**src/rtl/led_seq_ctrl.sv**
```systemverilog
`timescale 1ns/1ps
`default_nettype none
// ============================================================================
//  Module      : led_seq_ctrl
//  Description : Four-mode LED pattern sequencer (OFF / WALK / BLINK / COUNT)
//                stepped by a prescaled tick. A level mode request is taken
//                with a one-cycle registered acknowledge.
//  Config      : LED_SEQ_PWM_EN - adds a duty[3:0] input and a free-running
//                4-bit PWM counter that dims the LED outputs.
//  Ports       : clk_125  - 125 MHz system clock (rising edge)
//                rst      - asynchronous active-high reset
//                mode_req - mode change request, held until mode_ack
//                mode_sel - requested mode (0 OFF,1 WALK,2 BLINK,3 COUNT)
//                pause    - freezes prescaler and pattern while high
//                duty     - PWM duty 0..15 (LED_SEQ_PWM_EN only)
//                mode_ack - one-cycle acceptance pulse
//                cur_mode - active mode
//                led      - LED drive, active-high
//  Revision    : 1.0 - initial release
// ============================================================================
module led_seq_ctrl #(
   parameter int unsigned TICK_DIV = 62500000
) (
   input  logic       clk_125,
   input  logic       rst,
   input  logic       mode_req,
   input  logic [1:0] mode_sel,
   input  logic       pause,
`ifdef LED_SEQ_PWM_EN
   input  logic [3:0] duty,
`endif
   output logic       mode_ack,
   output logic [1:0] cur_mode,
   output logic [3:0] led
);

   localparam logic [1:0]  c_MODE_OFF   = 2'd0;
   localparam logic [1:0]  c_MODE_WALK  = 2'd1;
   localparam logic [1:0]  c_MODE_BLINK = 2'd2;
   localparam logic [1:0]  c_MODE_COUNT = 2'd3;
   localparam logic [26:0] c_TICK_LAST  = 27'(TICK_DIV - 1);

   logic [1:0]  mode_q, mode_d;
   logic [3:0]  pat_q,  pat_d;
   logic [26:0] cnt_q,  cnt_d;
   logic        ack_q,  ack_d;
   logic        w_tick;
   logic        w_accept;

   // Initial pattern loaded whenever a mode is (re)entered.
   function automatic logic [3:0] f_init(input logic [1:0] m);
      case (m)
         c_MODE_WALK:  f_init = 4'b0001;
         c_MODE_BLINK: f_init = 4'b1111;
         default:      f_init = 4'b0000;
      endcase
   endfunction

   // Pattern after one tick in the given mode.
   function automatic logic [3:0] f_step(input logic [1:0] m, input logic [3:0] p);
      case (m)
         c_MODE_WALK:  f_step = {p[2:0], p[3]};
         c_MODE_BLINK: f_step = ~p;
         c_MODE_COUNT: f_step = p + 4'd1;
         default:      f_step = 4'b0000;
      endcase
   endfunction

   assign w_tick   = (cnt_q == c_TICK_LAST) && !pause;
   // ack_q blocks a held request for one cycle, giving one acceptance per two cycles.
   assign w_accept = mode_req && !ack_q;

   // ---------------------------------------------------------------- next state
   always_comb begin
      mode_d = mode_q;
      pat_d  = pat_q;
      cnt_d  = cnt_q;
      ack_d  = 1'b0;
      if (w_accept) begin
         // Acceptance overrides a coincident tick and ignores pause.
         mode_d = mode_sel;
         pat_d  = f_init(mode_sel);
         cnt_d  = '0;
         ack_d  = 1'b1;
      end else if (!pause) begin
         if (w_tick) begin
            cnt_d = '0;
            pat_d = f_step(mode_q, pat_q);
         end else begin
            cnt_d = cnt_q + 27'd1;
         end
      end
   end

`ifdef LED_SEQ_PWM_EN
   logic [3:0] pwm_q;
   logic [3:0] led_q;
   logic [3:0] w_led_d;

   // Gate the next pattern so the dimmed drive is itself a register output.
   assign w_led_d = pat_d & {4{pwm_q < duty}};
`endif

   // ---------------------------------------------------------------- state register
   always_ff @(posedge clk_125 or posedge rst) begin
      if (rst) begin
         mode_q <= c_MODE_OFF;
         pat_q  <= 4'b0000;
         cnt_q  <= '0;
         ack_q  <= 1'b0;
`ifdef LED_SEQ_PWM_EN
         pwm_q  <= 4'd0;
         led_q  <= 4'b0000;
`endif
      end else begin
         mode_q <= mode_d;
         pat_q  <= pat_d;
         cnt_q  <= cnt_d;
         ack_q  <= ack_d;
`ifdef LED_SEQ_PWM_EN
         pwm_q  <= pwm_q + 4'd1;
         led_q  <= w_led_d;
`endif
      end
   end

   // ---------------------------------------------------------------- outputs
   always_comb begin
      mode_ack = ack_q;
      cur_mode = mode_q;
`ifdef LED_SEQ_PWM_EN
      led      = led_q;
`else
      led      = pat_q;
`endif
   end

endmodule
`default_nettype wire

```
**config.mk**
```make
export PLATFORM = sky130hd
export DESIGN_NAME = led_seq_ctrl
export DESIGN_NICKNAME = d
export VERILOG_FILES = /design/src/rtl/led_seq_ctrl.sv
export SDC_FILE = /design/constraint.sdc
export NUM_CORES = 1
export LEC_CHECK = 0
export ABC_AREA = 1
export CORE_ASPECT_RATIO = 0.9
export CORE_MARGIN = 4
export CORE_UTILIZATION = 60
export CTS_CLUSTER_SIZE = 10
export DETAILED_ROUTE_END_ITERATION = 10
export PLACE_DENSITY = 0.86
export SLEW_MARGIN = 15
export SYNTH_ARGS = -nofsm -noshare
export SYNTH_HDL_FRONTEND = slang
export SYNTH_SLANG_ARGS = --single-unit
```
**constraint.sdc**
```tcl
create_clock -name clk_125 -period 3.8 [get_ports clk_125]
set_input_delay 1.14 -clock clk_125 [delete_from_list [all_inputs] [get_ports clk_125]]
set_output_delay 1.14 -clock clk_125 [all_outputs]
set_load 0.03 [all_outputs]
```
# [Yosys cells after proc, flatten, opt, wreduce, memory -nomap -nowiden]
# Index checks and enable logic that the tools add are counted.
[totals] word_cells=29 reg_bits=34
[op_classes] n_addsub=2 n_mux=9 bitwise_logic=1 reduce_logical=6 n_eq_ne=7
[op_table] cell="$mux W27" count=3
[op_table] cell="$add A27 B1 Y27 const B" count=1
[op_table] cell="$eq A27 B26 Y1 const B" count=1
[op_table] cell="$mux W4" count=3
[op_table] cell="$pmux W4 S3" count=1
[op_table] cell="$pmux W4 S2" count=1
[op_table] cell="$eq A2 B2 Y1 const B" count=3
[op_table] cell="$add A4 B1 Y4 const B" count=1
[op_table] cell="$eq A2 B1 Y1 const B" count=2
[op_table] cell="$not A4 Y4" count=1
[op_table] cell="$logic_and A1 B1 Y1" count=2
[op_table] cell="$logic_not A1 Y1" count=2
[op_table] cell="$ne A2 B1 Y1 const B" count=1
[op_table] cell="$reduce_and A2 Y1" count=1
[op_table] cell="$reduce_bool A2 Y1" count=1
[op_table] cell="$mux W1" count=1

# [Longest topological paths before layout]
# Gate-level depths: netlist (run 1).
[logic_depth] word_depth=5 ltp_mapped=10 ltp_nobuf=9

# [Worst setup path before layout (run 1)]
# No wires, ideal clock.
[synth_timing] kind="input port to flip-flop" start="input pause" end="register pat_q[0], in the netlist led[0]" t_arrival_ns=1.857 path_stages=7 path_slack_ns=1.820 setup_time_ns=0.123 path_cell_list="nor2_1 -> nand4_4 -> nor2_1 -> nor2_1 -> buf_2 -> nand2_1 -> nand2_1"
[synth_between] elab_chain_len=4 word_cells_on_any_way=5 classes_between="1 x eq/ne; 4 x reduce/logical"
[synth_lines] element="from (decl)" line="28" source="input logic pause,"
[synth_lines] element="$logic_not A1 Y1"
[synth_lines] element="$logic_and A1 B1 Y1" line="69" source="assign w_tick = (cnt_q == c_TICK_LAST) && !pause;"
[synth_lines] element="$reduce_bool A2 Y1 (no line)"
[synth_lines] element="$reduce_and A2 Y1 (no line) (*)"
[synth_lines] element="to (signal assigned)" line="117" source="pat_q <= pat_d;"
[synth_lines] element="to (decl)" line="44" source="logic [3:0] pat_q, pat_d;"
# Every way passes the cells marked *; elsewhere a longest branch is shown, timed or not.
# A chain may end at the register's enable or synchronous reset.

# [Worst setup path after layout (run 1)]
[layout_timing] start="register mode_q[0], in the netlist cur_mode[0]" end="output cur_mode[0]"
[layout_rtl] element="from (decl)" line="43" source="logic [1:0] mode_q, mode_d;"
[layout_rtl] element="from (signal assigned)" line="107" source="mode_q <= c_MODE_OFF;"
[layout_rtl] element="from (signal assigned)" line="116" source="mode_q <= mode_d;"
[layout_rtl] element="to (decl)" line="33" source="output logic [1:0] cur_mode,"
# No word-level cell between the ends.

==> results of run 1 <==
sequential cells by signal (all words and copies together) (netlist names):
signal and flops:
cnt_q 27, cur_mode 2, led 4, mode_ack 1
kinds of logic (layout without fill, tap and decap cells):
family                     count (synthesis)  after routing  synth area share
AOI/OAI and AO/OA                         17             17            0.0457
and+or+nand+nor                          218            218             0.439
xor gates and xnor gates                   8              8            0.0308
buffers and inverters                     51             65            0.0935
DFF                                       34             34             0.374
adders and majority gates                  3              3            0.0165
how the worst max path moves through the flow:
stage / endpoint / from / slack (ps)
after detailed placement: cnt_q[15]$_DFFE_PP0P_ / mode_req / 910
after global routing: cur_mode[0] / cur_mode[0]$_DFFE_PP0P_ / 1000
after CTS: cur_mode[0] / cur_mode[0]$_DFFE_PP0P_ / 1100
final: cur_mode[0] / cur_mode[0]$_DFFE_PP0P_ / 1100
after global placement: cnt_q[15]$_DFFE_PP0P_ / mode_req / 950
after floorplan: led[0]$_DFFE_PP0P_ / pause / 1820
worst reg2reg max path, stage by stage, from the launching register on:
cell	delay, ps
dfrtp_1	390
ha_1	220
inv_1	110
nor2_8	190
nand4_4	130
o21ai_4	540
o21ai_0	180
nand2_1	90
cells in the mapped netlist, types with 2 or more instances:
cell type  count
dfrtp_1       34
inv_1         44
nor2_1        66
buf_6          2
nand2_1       96
a21oi_1        4
o22ai_1        2
buf_2          2
o21bai_1       2
nor2_2         4
nand3_1       23
nand4_1       14
nor2_4         4
xnor2_1        3
o21ai_0        8
ha_1           3
xor2_1         5
nand2_2        4
final cells by class:
class / instances / share of cell area
Clock buffer: 7 / 0.0307
Inverter: 45 / 0.0678
Multi-Input combinational cell: 246 / 0.486
Sequential cell: 34 / 0.342
Tap cell: 44 / 0.0221
Timing Repair Buffer: 13 / 0.0513
power by group through the flow:
| stage | logic [uW] | registers (uW) | clock network [uW] |
|---|---|---|---|
| 5_1_grt | 164 | 410 | 277 |
| 3_5_place_dp | 146 | 411 | 0 |
| 2_1_floorplan | 80.0 | 428 | 0 |
| 3_3_place_gp | 144 | 410 | 0 |
| 6_report | 147 | 405 | 254 |
| 4_1_cts | 148 | 405 | 258 |
per-stage QoR:
| step | hold WS [ps] | cells | power, uW | setup WS [ps] |
|---|---|---|---|---|
| after global placement | 506 | 382 | 554 | 954 |
| after CTS | 527 | 389 | 811 | 1100 |
| after global routing | 580 | 389 | 851 | 1000 |
| after detailed placement | 510 | 382 | 557 | 906 |
| final | 519 | 389 | 806 | 1100 |
| after floorplan | 478 | 331 | 508 | 1820 |
layer usage:
metal  track usage  share of wire  routed length, um  vias up
met5             0              0                  0        -
met4         0.111          0.026                130        0
met3        0.0517          0.047                236       12
met2         0.381           0.46               2320       46
met1         0.317           0.47               2340      968
li1              -              -                  -     1061
==> run summary, run 1 <==
YOSYS
----------------------------------------------------------------------------------------------------
Async set-reset flop share out of synthesis                                                     1.00
Per-instance average area after synthesis                                                  6.87 um^2
Post-synthesis register bit count                                                                 34
Total of warnings raised by yosys                                                                  0
Synth Instances                                                                                  331
Number of nets in the synthesized netlist                                                        340
Main synth FF type                                                                           dfrtp_1
Register area share after synthesis                                                            0.374
Area fraction of the dominant cell type after synthesis                                        0.374
Dominant cell type by area after synthesis                                                   dfrtp_1
Post-synthesis instance area                                                               2270 um^2
Distinct cell type count after synthesis                                                          29
Biggest area contributors in the synthesized netlist                                    dfrtp_1, nand2_1, nor2_1, inv_1, nand3_1
Number of enable flip-flop cells after synthesis                                                   0

FLOORPLANNING
----------------------------------------------------------------------------------------------------
Core Region                                                                                3500 um^2
# rows                                                                                            20
Initial Utilization                                                                            0.649
X dimension of the die                                                                       72.9 um
Die Area                                                                                   4840 um^2
Boundary pin count                                                                                13
Die Y                                                                                        66.4 um

CLOCK TREE
----------------------------------------------------------------------------------------------------
Number of post-CTS setup repair buffers                                                            0
Post-CTS Resized                                                                                   0
Post-CTS Hold Buffers                                                                              0
Number of sinks handled by clock tree synthesis                                                   34
Clock buffer count from CTS                                                                        5
H-tree levels                                                                                      2
Worst-case clock buffer depth                                                                      2
Later-pin clock latency in the skew report                                                    290 ps
CTS tree                                                                                       built
Clock-pin slew reported for the worst setup and hold paths after clock tree synthesis          70 ps
Clock tree root buffer cell                                                                 clkbuf_8

ROUTE
----------------------------------------------------------------------------------------------------
Final WL                                                                                     5030 um
Number of remaining DRC errors                                                                     0
Post-detailed-route count of antenna-violating nets                                                0
Via density per instance                                                                        5.37
Count of TritonRoute iterations in the first routing pass                                          8
Routed WL per cell                                                                           12.9 um
Initial DRC count                                                                                145
Vias after detailed routing                                                                    2,087

STA
----------------------------------------------------------------------------------------------------
Maximum clock frequency                                                                      370 MHz
Final critical-path required period                                                          2700 ps
Ratio of final minimum period to clock period                                                  0.710
Worst-Margin Slew                                                                             735 ps
Slew headroom                                                                                  0.508
Fin. Hold Viols                                                                                    0
Worst clock skew on the final layout                                                         8.38 ps
Total Neg Setup Slack                                                                           0 ps
RSZ-0062 raised after global routing                                                           false
Setup violation total in the final timing report                                                   0
Count of final max-slew check failures                                                             0

PWR
----------------------------------------------------------------------------------------------------
Power per unit of standard cell area                                                     324 nW/um^2
Leakage power of the design                                                               0.00114 uW
Peak supply drop                                                                            0.276 mV
Net Sw Frac                                                                                    0.305
Portion of total power attributed to sequential cells                                          0.502
Net switching power                                                                           246 uW
Cell-internal power                                                                           560 uW
Logic pwr share                                                                                0.183
Proportion of power drawn by the clock network                                                 0.315

GLOBAL ROUTE
----------------------------------------------------------------------------------------------------
Pin count of the biggest net entering global routing                                              35
Total global routing overflow                                                                      0
Wire length of the first global-routing pass                                                 9010 um
Via count of the first global-routing pass                                                     2,023
Initial antenna violation count                                                                    0
GRT Util Overall                                                                               0.242

MIN PATH
----------------------------------------------------------------------------------------------------
Number of cells traversed by the worst hold path                                                   2
Hold_sp                                                                                 cnt_q[1]$_DFFE_PP0P_
Type of the tightest min-delay check                                                      reg -> reg
Worst hold path endpoint                                                                cnt_q[1]$_DFFE_PP0P_

WORST SETUP PATH
----------------------------------------------------------------------------------------------------
Critical Path End Type                                                                   output port
Launching point of the worst reg2reg path                                               cnt_q[0]$_DFFE_PP0P_
Kind of launch point of the worst setup path                                               flip-flop
Kind of critical path                                                                     reg -> out
Worst endpoint data arrival time                                                             1560 ps
Number of cells on the worst reg-to-reg path                                                       7
Biggest fanout along the worst timing path                                                        11
Worst stage delay on the critical path                                                        740 ps
Sequence of cells on the critical path                                                  clkdlybuf4s50_1
Capturing point of the worst reg2reg path                                               led[0]$_DFFE_PP0P_
Total buffers and inverters traversed by the critical path                                         1
Cell type group with the largest total delay on the critical path                       buffers and inverters
Endpoint required time on the critical path                                                  2660 ps
Number of gates on the worst path with buffers counted                                             1
Slowest CP cell                                                                         clkdlybuf4s50_1
Minimum setup slack among reg-to-reg paths                                                   1880 ps

PLACE
----------------------------------------------------------------------------------------------------
HPWL reported at the end of detailed placement                                               3670 um
GP Congestion                                                                                  0.868
Number of buffers added on ports                                                                  12
Post-placement cell area                                                                   2410 um^2

CELLS AND AREA
----------------------------------------------------------------------------------------------------
Antenna diodes                                                                                     0
Highest-count cells in the layout ignoring fill and taps                                nand2_1, nor2_1, inv_1, dfrtp_1, nand3_1
Area occupied by multi-input gates                                                         1210 um^2
Area taken by flip-flops and latches                                                        851 um^2
Share of post-route cells with drive strength above 1                                         0.0725
Number of filler instances in the final layout                                                   307
Final core utilization                                                                         0.711
Most common library cell in the layout ignoring fill and taps                                nand2_1
Synthesis-to-finish area growth                                                                9.46%
Finished Cell Area                                                                         2490 um^2
Nets@finish                                                                                      354

OUTCOME
----------------------------------------------------------------------------------------------------
Status                                                                                  complete, no violations

FLOW RUN
----------------------------------------------------------------------------------------------------
Number of max-cap violations                                                                       0

(Power assumes the default switching activity.)
==> run 2, diff against run 1 <==
- CORE_UTILIZATION: 60 -> 54
- PLACE_DENSITY: 0.86 -> 0.82
- clock period: 3.8 -> 2.4 ns (I/O delays scaled with it)
==> run summary, run 2 (same netlist as run 1, synthesis figures left out) <==
OUTCOME
----------------------------------------------------------------------------------------------------
Status                                                                                  complete, no violations

PWR
----------------------------------------------------------------------------------------------------
Logic pwr share                                                                                0.184
Peak supply drop                                                                            0.294 mV
Portion of total power attributed to sequential cells                                          0.498
Proportion of power drawn by the clock network                                                 0.319
Net Sw Frac                                                                                    0.310
Net switching power                                                                           399 uW
Power per unit of standard cell area                                                     509 nW/um^2
Cell-internal power                                                                           888 uW
Leakage power of the design                                                               0.00116 uW

CLOCK TREE
----------------------------------------------------------------------------------------------------
Clock-pin slew reported for the worst setup and hold paths after clock tree synthesis          70 ps
Post-CTS Hold Buffers                                                                              0
Worst-case clock buffer depth                                                                      2
CTS tree                                                                                       built
Number of post-CTS setup repair buffers                                                            0
Later-pin clock latency in the skew report                                                    300 ps
Post-CTS Resized                                                                                   0
Clock tree root buffer cell                                                                 clkbuf_8
H-tree levels                                                                                      2
Number of sinks handled by clock tree synthesis                                                   34
Clock buffer count from CTS                                                                        5

WORST SETUP PATH
----------------------------------------------------------------------------------------------------
Kind of launch point of the worst setup path                                               flip-flop
Sequence of cells on the critical path                                                  clkdlybuf4s50_1
Endpoint required time on the critical path                                                  1680 ps
Critical Path End Type                                                                   output port
Cell type group with the largest total delay on the critical path                       buffers and inverters
Worst stage delay on the critical path                                                        740 ps
Biggest fanout along the worst timing path                                                        11
Kind of critical path                                                                     reg -> out
Slowest CP cell                                                                         clkdlybuf4s50_1
Worst endpoint data arrival time                                                             1570 ps
Total buffers and inverters traversed by the critical path                                         1
Minimum setup slack among reg-to-reg paths                                                    540 ps

ROUTE
----------------------------------------------------------------------------------------------------
Initial DRC count                                                                                197
Post-detailed-route count of antenna-violating nets                                                0
Count of TritonRoute iterations in the first routing pass                                          4
Vias after detailed routing                                                                    2,064
Number of remaining DRC errors                                                                     0
Final WL                                                                                     4920 um
Routed WL per cell                                                                           12.4 um
Via density per instance                                                                        5.20

STA
----------------------------------------------------------------------------------------------------
Setup violation total in the final timing report                                                   0
Hold slack                                                                                    537 ps
Slew headroom                                                                                  0.554
Final critical-path required period                                                          2290 ps
Worst clock skew on the final layout                                                         5.93 ps
Maximum clock frequency                                                                      438 MHz
Fin. Hold Viols                                                                                    0
RSZ-0062 raised after global routing                                                           false
Ratio of final minimum period to clock period                                                  0.952
Worst-Margin Slew                                                                             667 ps
Total Neg Setup Slack                                                                           0 ps
Count of final max-slew check failures                                                             0
Final worst-path setup slack                                                                  115 ps

CELLS AND AREA
----------------------------------------------------------------------------------------------------
Max reg flops                                                                                     27
Share of post-route cells with drive strength above 1                                         0.0888
Nets@finish                                                                                      358
Register with the most flip-flops                                                              cnt_q
Synthesis-to-finish area growth                                                                11.1%
Highest-count cells in the layout ignoring fill and taps                                nand2_1, nor2_1, inv_1, dfrtp_1, nand3_1
Finished Cell Area                                                                         2530 um^2
Antenna diodes                                                                                     0
Final core utilization                                                                         0.620
Number of filler instances in the final layout                                                   366
Most common library cell in the layout ignoring fill and taps                                nand2_1

FLOORPLANNING
----------------------------------------------------------------------------------------------------
Core Region                                                                                4070 um^2
Initial Utilization                                                                            0.558
X dimension of the die                                                                       76.4 um
Boundary pin count                                                                                13
Die Y                                                                                        69.6 um
# rows                                                                                            22
Die Area                                                                                   5320 um^2

PLACE
----------------------------------------------------------------------------------------------------
HPWL reported at the end of detailed placement                                               3640 um
GP Congestion                                                                                  0.876
Post-placement cell area                                                                   2450 um^2
Number of buffers added on ports                                                                  12
Setup Slack @ Placement                                                                      40.3 ps

GLOBAL ROUTE
----------------------------------------------------------------------------------------------------
Via count of the first global-routing pass                                                     2,006
Pin count of the biggest net entering global routing                                              35
Total global routing overflow                                                                      0
Initial antenna violation count                                                                    0
Wire length of the first global-routing pass                                                 8720 um
GRT Util Overall                                                                               0.203

MIN PATH
----------------------------------------------------------------------------------------------------
Type of the tightest min-delay check                                                      reg -> reg

FLOW RUN
----------------------------------------------------------------------------------------------------
Number of max-cap violations                                                                       0

-- run 2: worst paths after layout --
kind	from	cells after the start	endpoint
max in group asynchronous	rst	3	cnt_q[22]$_DFFE_PP0P_
worst min-delay path	cnt_q[1]$_DFFE_PP0P_	2	cnt_q[1]$_DFFE_PP0P_
worst min register to register	cnt_q[1]$_DFFE_PP0P_	2	cnt_q[1]$_DFFE_PP0P_
worst max register to register	cnt_q[0]$_DFFE_PP0P_	8	cnt_q[24]$_DFFE_PP0P_
min in group asynchronous	rst	3	cnt_q[12]$_DFFE_PP0P_
worst max-delay path	cur_mode[0]$_DFFE_PP0P_	1	cur_mode[0]
-- run 2: power groups by stage --
stage	clock network [uW]	logic, uW	registers [uW]
4_1_cts	416	238	639
2_1_floorplan	0	127	678
3_3_place_gp	0	232	650
6_report	410	237	640
5_1_grt	454	263	646
3_5_place_dp	0	236	649
-- run 2: cell type report --
cell class | count | area (um^2) | area share
sequential | 34 | 851 | 0.337
tap | 48 | 60.1 | 0.0238
multi-input combinational | 246 | 1210 | 0.479
clock inverter | 2 | 10.0 | 0.00396
inverter | 45 | 169 | 0.0668
clock buffer | 5 | 68.8 | 0.0272
timing repair buffer | 17 | 158 | 0.0624
-- run 2: metrics by stage --
step / cells / power [uW]
after CTS: 397 / 1290
after detailed placement: 390 / 886
after global routing: 397 / 1360
after global placement: 390 / 882
final: 397 / 1290
after floorplan: 331 / 804
-- run 2: per-layer routing --
layer | up-vias | part of all wire | global-route usage | wire length (um)
met4 | 0 | 0.020 | 0.0926 | 98
met1 | 934 | 0.48 | 0.269 | 2360
li1 | 1067 | - | - | -
met5 | - | 0 | 0 | 0
met2 | 53 | 0.44 | 0.306 | 2190
met3 | 10 | 0.057 | 0.0610 | 282
==> run 3, diff against run 2 <==
- ABC_AREA: 1 -> not set
- CORE_UTILIZATION: 54 -> 60
- PLACE_DENSITY: 0.82 -> 0.87
- clock period: 2.4 -> 2.9 ns (I/O delays scaled with it)
==> run summary, run 3 <==
PLACE
----------------------------------------------------------------------------------------------------
Number of buffers added on ports                                                                  12
Post-placement cell area                                                                   2110 um^2
GP Congestion                                                                                  0.808
HPWL reported at the end of detailed placement                                               2710 um
Cells after DPL                                                                                  259

FLOORPLANNING
----------------------------------------------------------------------------------------------------
Core Region                                                                                3070 um^2
Die Y                                                                                        61.6 um
Die Area                                                                                   4160 um^2
Initial Utilization                                                                            0.624
Boundary pin count                                                                                13
X dimension of the die                                                                       67.5 um
# rows                                                                                            19

GLOBAL ROUTE
----------------------------------------------------------------------------------------------------
Wire length of the first global-routing pass                                                 6580 um
Initial antenna violation count                                                                    0
Via count of the first global-routing pass                                                     1,418
GRT Util Overall                                                                               0.219
Pin count of the biggest net entering global routing                                              35
Total global routing overflow                                                                      0

MIN PATH
----------------------------------------------------------------------------------------------------
Worst hold path endpoint                                                                cnt_q[25]$_DFFE_PP0P_
Type of the tightest min-delay check                                                      reg -> reg
Hold_sp                                                                                 cnt_q[25]$_DFFE_PP0P_
Number of cells traversed by the worst hold path                                                   2

CELLS AND AREA
----------------------------------------------------------------------------------------------------
Highest-count cells in the layout ignoring fill and taps                                nor2_1, dfrtp_1, nand3_1, nand2_1
Antenna diodes                                                                                     0
Finished Cell Area                                                                         2170 um^2
Most common library cell in the layout ignoring fill and taps                                 nor2_1
Synthesis-to-finish area growth                                                                13.5%
Share of post-route cells with drive strength above 1                                         0.0978
Register with the most flip-flops                                                              cnt_q
Area taken by flip-flops and latches                                                        851 um^2
Number of standard cells in the final layout excluding fillers                                   267
Area occupied by multi-input gates                                                         1000 um^2
Nets@finish                                                                                      233
Max reg flops                                                                                     27
Number of filler instances in the final layout                                                   237

STA
----------------------------------------------------------------------------------------------------
Total Neg Setup Slack                                                                           0 ps
Worst-Margin Slew                                                                             596 ps
Hold slack                                                                                    551 ps
Setup violation total in the final timing report                                                   0
Ratio of final minimum period to clock period                                                  0.842
RSZ-0062 raised after global routing                                                           false
Worst clock skew on the final layout                                                         9.49 ps
Fin. Hold Viols                                                                                    0
Maximum clock frequency                                                                      409 MHz
Count of final max-slew check failures                                                             0
Slew headroom                                                                                  0.600
Final critical-path required period                                                          2440 ps

YOSYS
----------------------------------------------------------------------------------------------------
Top cell types by occurrence after synthesis                                            nor2_1, dfrtp_1, nand3_1
Number of enable flip-flop cells after synthesis                                                   0
Per-instance average area after synthesis                                                  9.38 um^2
Post-synthesis instance area                                                               1910 um^2
Dominant cell type by area after synthesis                                                   dfrtp_1
Distinct cell type count after synthesis                                                          36
Main synth FF type                                                                           dfrtp_1
Total of warnings raised by yosys                                                                  0
Synth Instances                                                                                  204
Area fraction of the dominant cell type after synthesis                                        0.445
Most instantiated library cell after synthesis                                                nor2_1
Number of nets in the synthesized netlist                                                        213
Post-synthesis register bit count                                                                 34
Async set-reset flop share out of synthesis                                                     1.00
Biggest area contributors in the synthesized netlist                                    dfrtp_1, nor2_1, xnor2_1, xor2_1, nand3_1
Register area share after synthesis                                                            0.445

PWR
----------------------------------------------------------------------------------------------------
Leakage power of the design                                                              0.000923 uW
Peak supply drop                                                                            0.324 mV
Power per unit of standard cell area                                                     434 nW/um^2

ROUTE
----------------------------------------------------------------------------------------------------
Via density per instance                                                                        5.57
Vias after detailed routing                                                                    1,486
Post-detailed-route count of antenna-violating nets                                                0
Number of remaining DRC errors                                                                     0
Initial DRC count                                                                                120
Count of TritonRoute iterations in the first routing pass                                          4
Final WL                                                                                     3740 um
Routed WL per cell                                                                           14.0 um

CLOCK TREE
----------------------------------------------------------------------------------------------------
Clock-pin slew reported for the worst setup and hold paths after clock tree synthesis         100 ps
Clock tree root buffer cell                                                                 clkbuf_4
Post-CTS Resized                                                                                   0
Post-CTS Hold Buffers                                                                              0
H-tree levels                                                                                      2
Number of sinks handled by clock tree synthesis                                                   34
Later-pin clock latency in the skew report                                                    340 ps
Clock buffer count from CTS                                                                        5
Worst-case clock buffer depth                                                                      2
Number of post-CTS setup repair buffers                                                            0
CTS tree                                                                                       built

FLOW RUN
----------------------------------------------------------------------------------------------------
Number of max-cap violations                                                                       0

WORST SETUP PATH
----------------------------------------------------------------------------------------------------
Kind of launch point of the worst setup path                                               flip-flop
Slowest CP cell                                                                         clkdlybuf4s50_1
Number of cells on the worst reg-to-reg path                                                       5
Launching instance or port of the critical path                                         cur_mode[0]$_DFFE_PP0P_
Total buffers and inverters traversed by the critical path                                         1
Kind of critical path                                                                     reg -> out
Critical Path End Type                                                                   output port
Minimum setup slack among reg-to-reg paths                                                    830 ps
Endpoint required time on the critical path                                                  2030 ps
Capturing point of the worst reg2reg path                                               led[1]$_DFFE_PP0P_
Sequence of cells on the critical path                                                  clkdlybuf4s50_1
Biggest fanout along the worst timing path                                                        10
Worst endpoint data arrival time                                                             1570 ps
Worst stage delay on the critical path                                                        730 ps
Launching point of the worst reg2reg path                                               cnt_q[12]$_DFFE_PP0P_
Cell type group with the largest total delay on the critical path                       buffers and inverters

OUTCOME
----------------------------------------------------------------------------------------------------
Status                                                                                  complete, no violations

[run 3: cell types whose count changed after synthesis, sizes merged, moves of 4 or more]
cell	previous run	this run
and3	0	6
inv	45	10
nand2	101	17
nand3	25	19
nand4	15	9
nor2	75	36
nor4	0	4
xnor2	3	14
xor2	5	14
[run 3: layout make-up]
cell class	instances	share of cell area
clock buffer	6	0.0236
clock inverter	2	0.00576
tap	42	0.0242
timing repair buffer	18	0.0760
multi-input combinational	155	0.461
sequential	34	0.392
inverter	10	0.0173
[run 3: metrics by stage]
step	utilization	total power (uW)	setup WS, ps
6_report	0.708	943	458
5_1_grt	0.708	1000	400
4_1_cts	0.708	954	438
3_5_place_dp	0.687	677	200
3_3_place_gp	0.687	673	275
2_1_floorplan	-	622	647
[run 3: how the worst max path moves through the flow]
stage	endpoint	cells after the start
floorplan	cnt_q[0]$_DFFE_PP0P_	6
global placement	cnt_q[18]$_DFFE_PP0P_	6
detailed placement	cnt_q[18]$_DFFE_PP0P_	6
CTS	cur_mode[0]	1
global route	cur_mode[0]	1
finish	cur_mode[0]	1
[run 3: cell families (layout without fill, tap and decap cells)]
logic type,after synthesis,count (layout),share of synthesized area
muxes,1,1,0.00523
DFF,34,34,0.445
and+or+nand+nor,103,103,0.284
buffers and inverters,15,36,0.0314
xor gates and xnor gates,28,28,0.128
adders and majority gates,3,3,0.0196
AOI/OAI and AO/OA,20,20,0.0870
[run 3: where the power goes]
part | internal, uW | leakage, uW | switching, uW
logic | 61.4 | 0.000427 | 86.3
registers | 493 | 0.000462 | 26.4
clock network | 116 | 0.0000343 | 160
[run 3: worst register-to-register path, cell delays in order (launching register included)]
cell	delay, ps
dfrtp_1	450
nor4b_1	540
nand2_1	170
nor4_4	500
mux2i_1	230
o21ai_1	70
[run 3: per-layer routing]
metal / share of wire / up-vias / track usage / routed length, um
met2: 0.47 / 23 / 0.334 / 1760
met3: 0.042 / 7 / 0.0511 / 157
met5: 0 / - / 0 / 0
met4: 0.018 / 0 / 0.0867 / 68
li1: - / 739 / - / -
met1: 0.47 / 717 / 0.303 / 1760
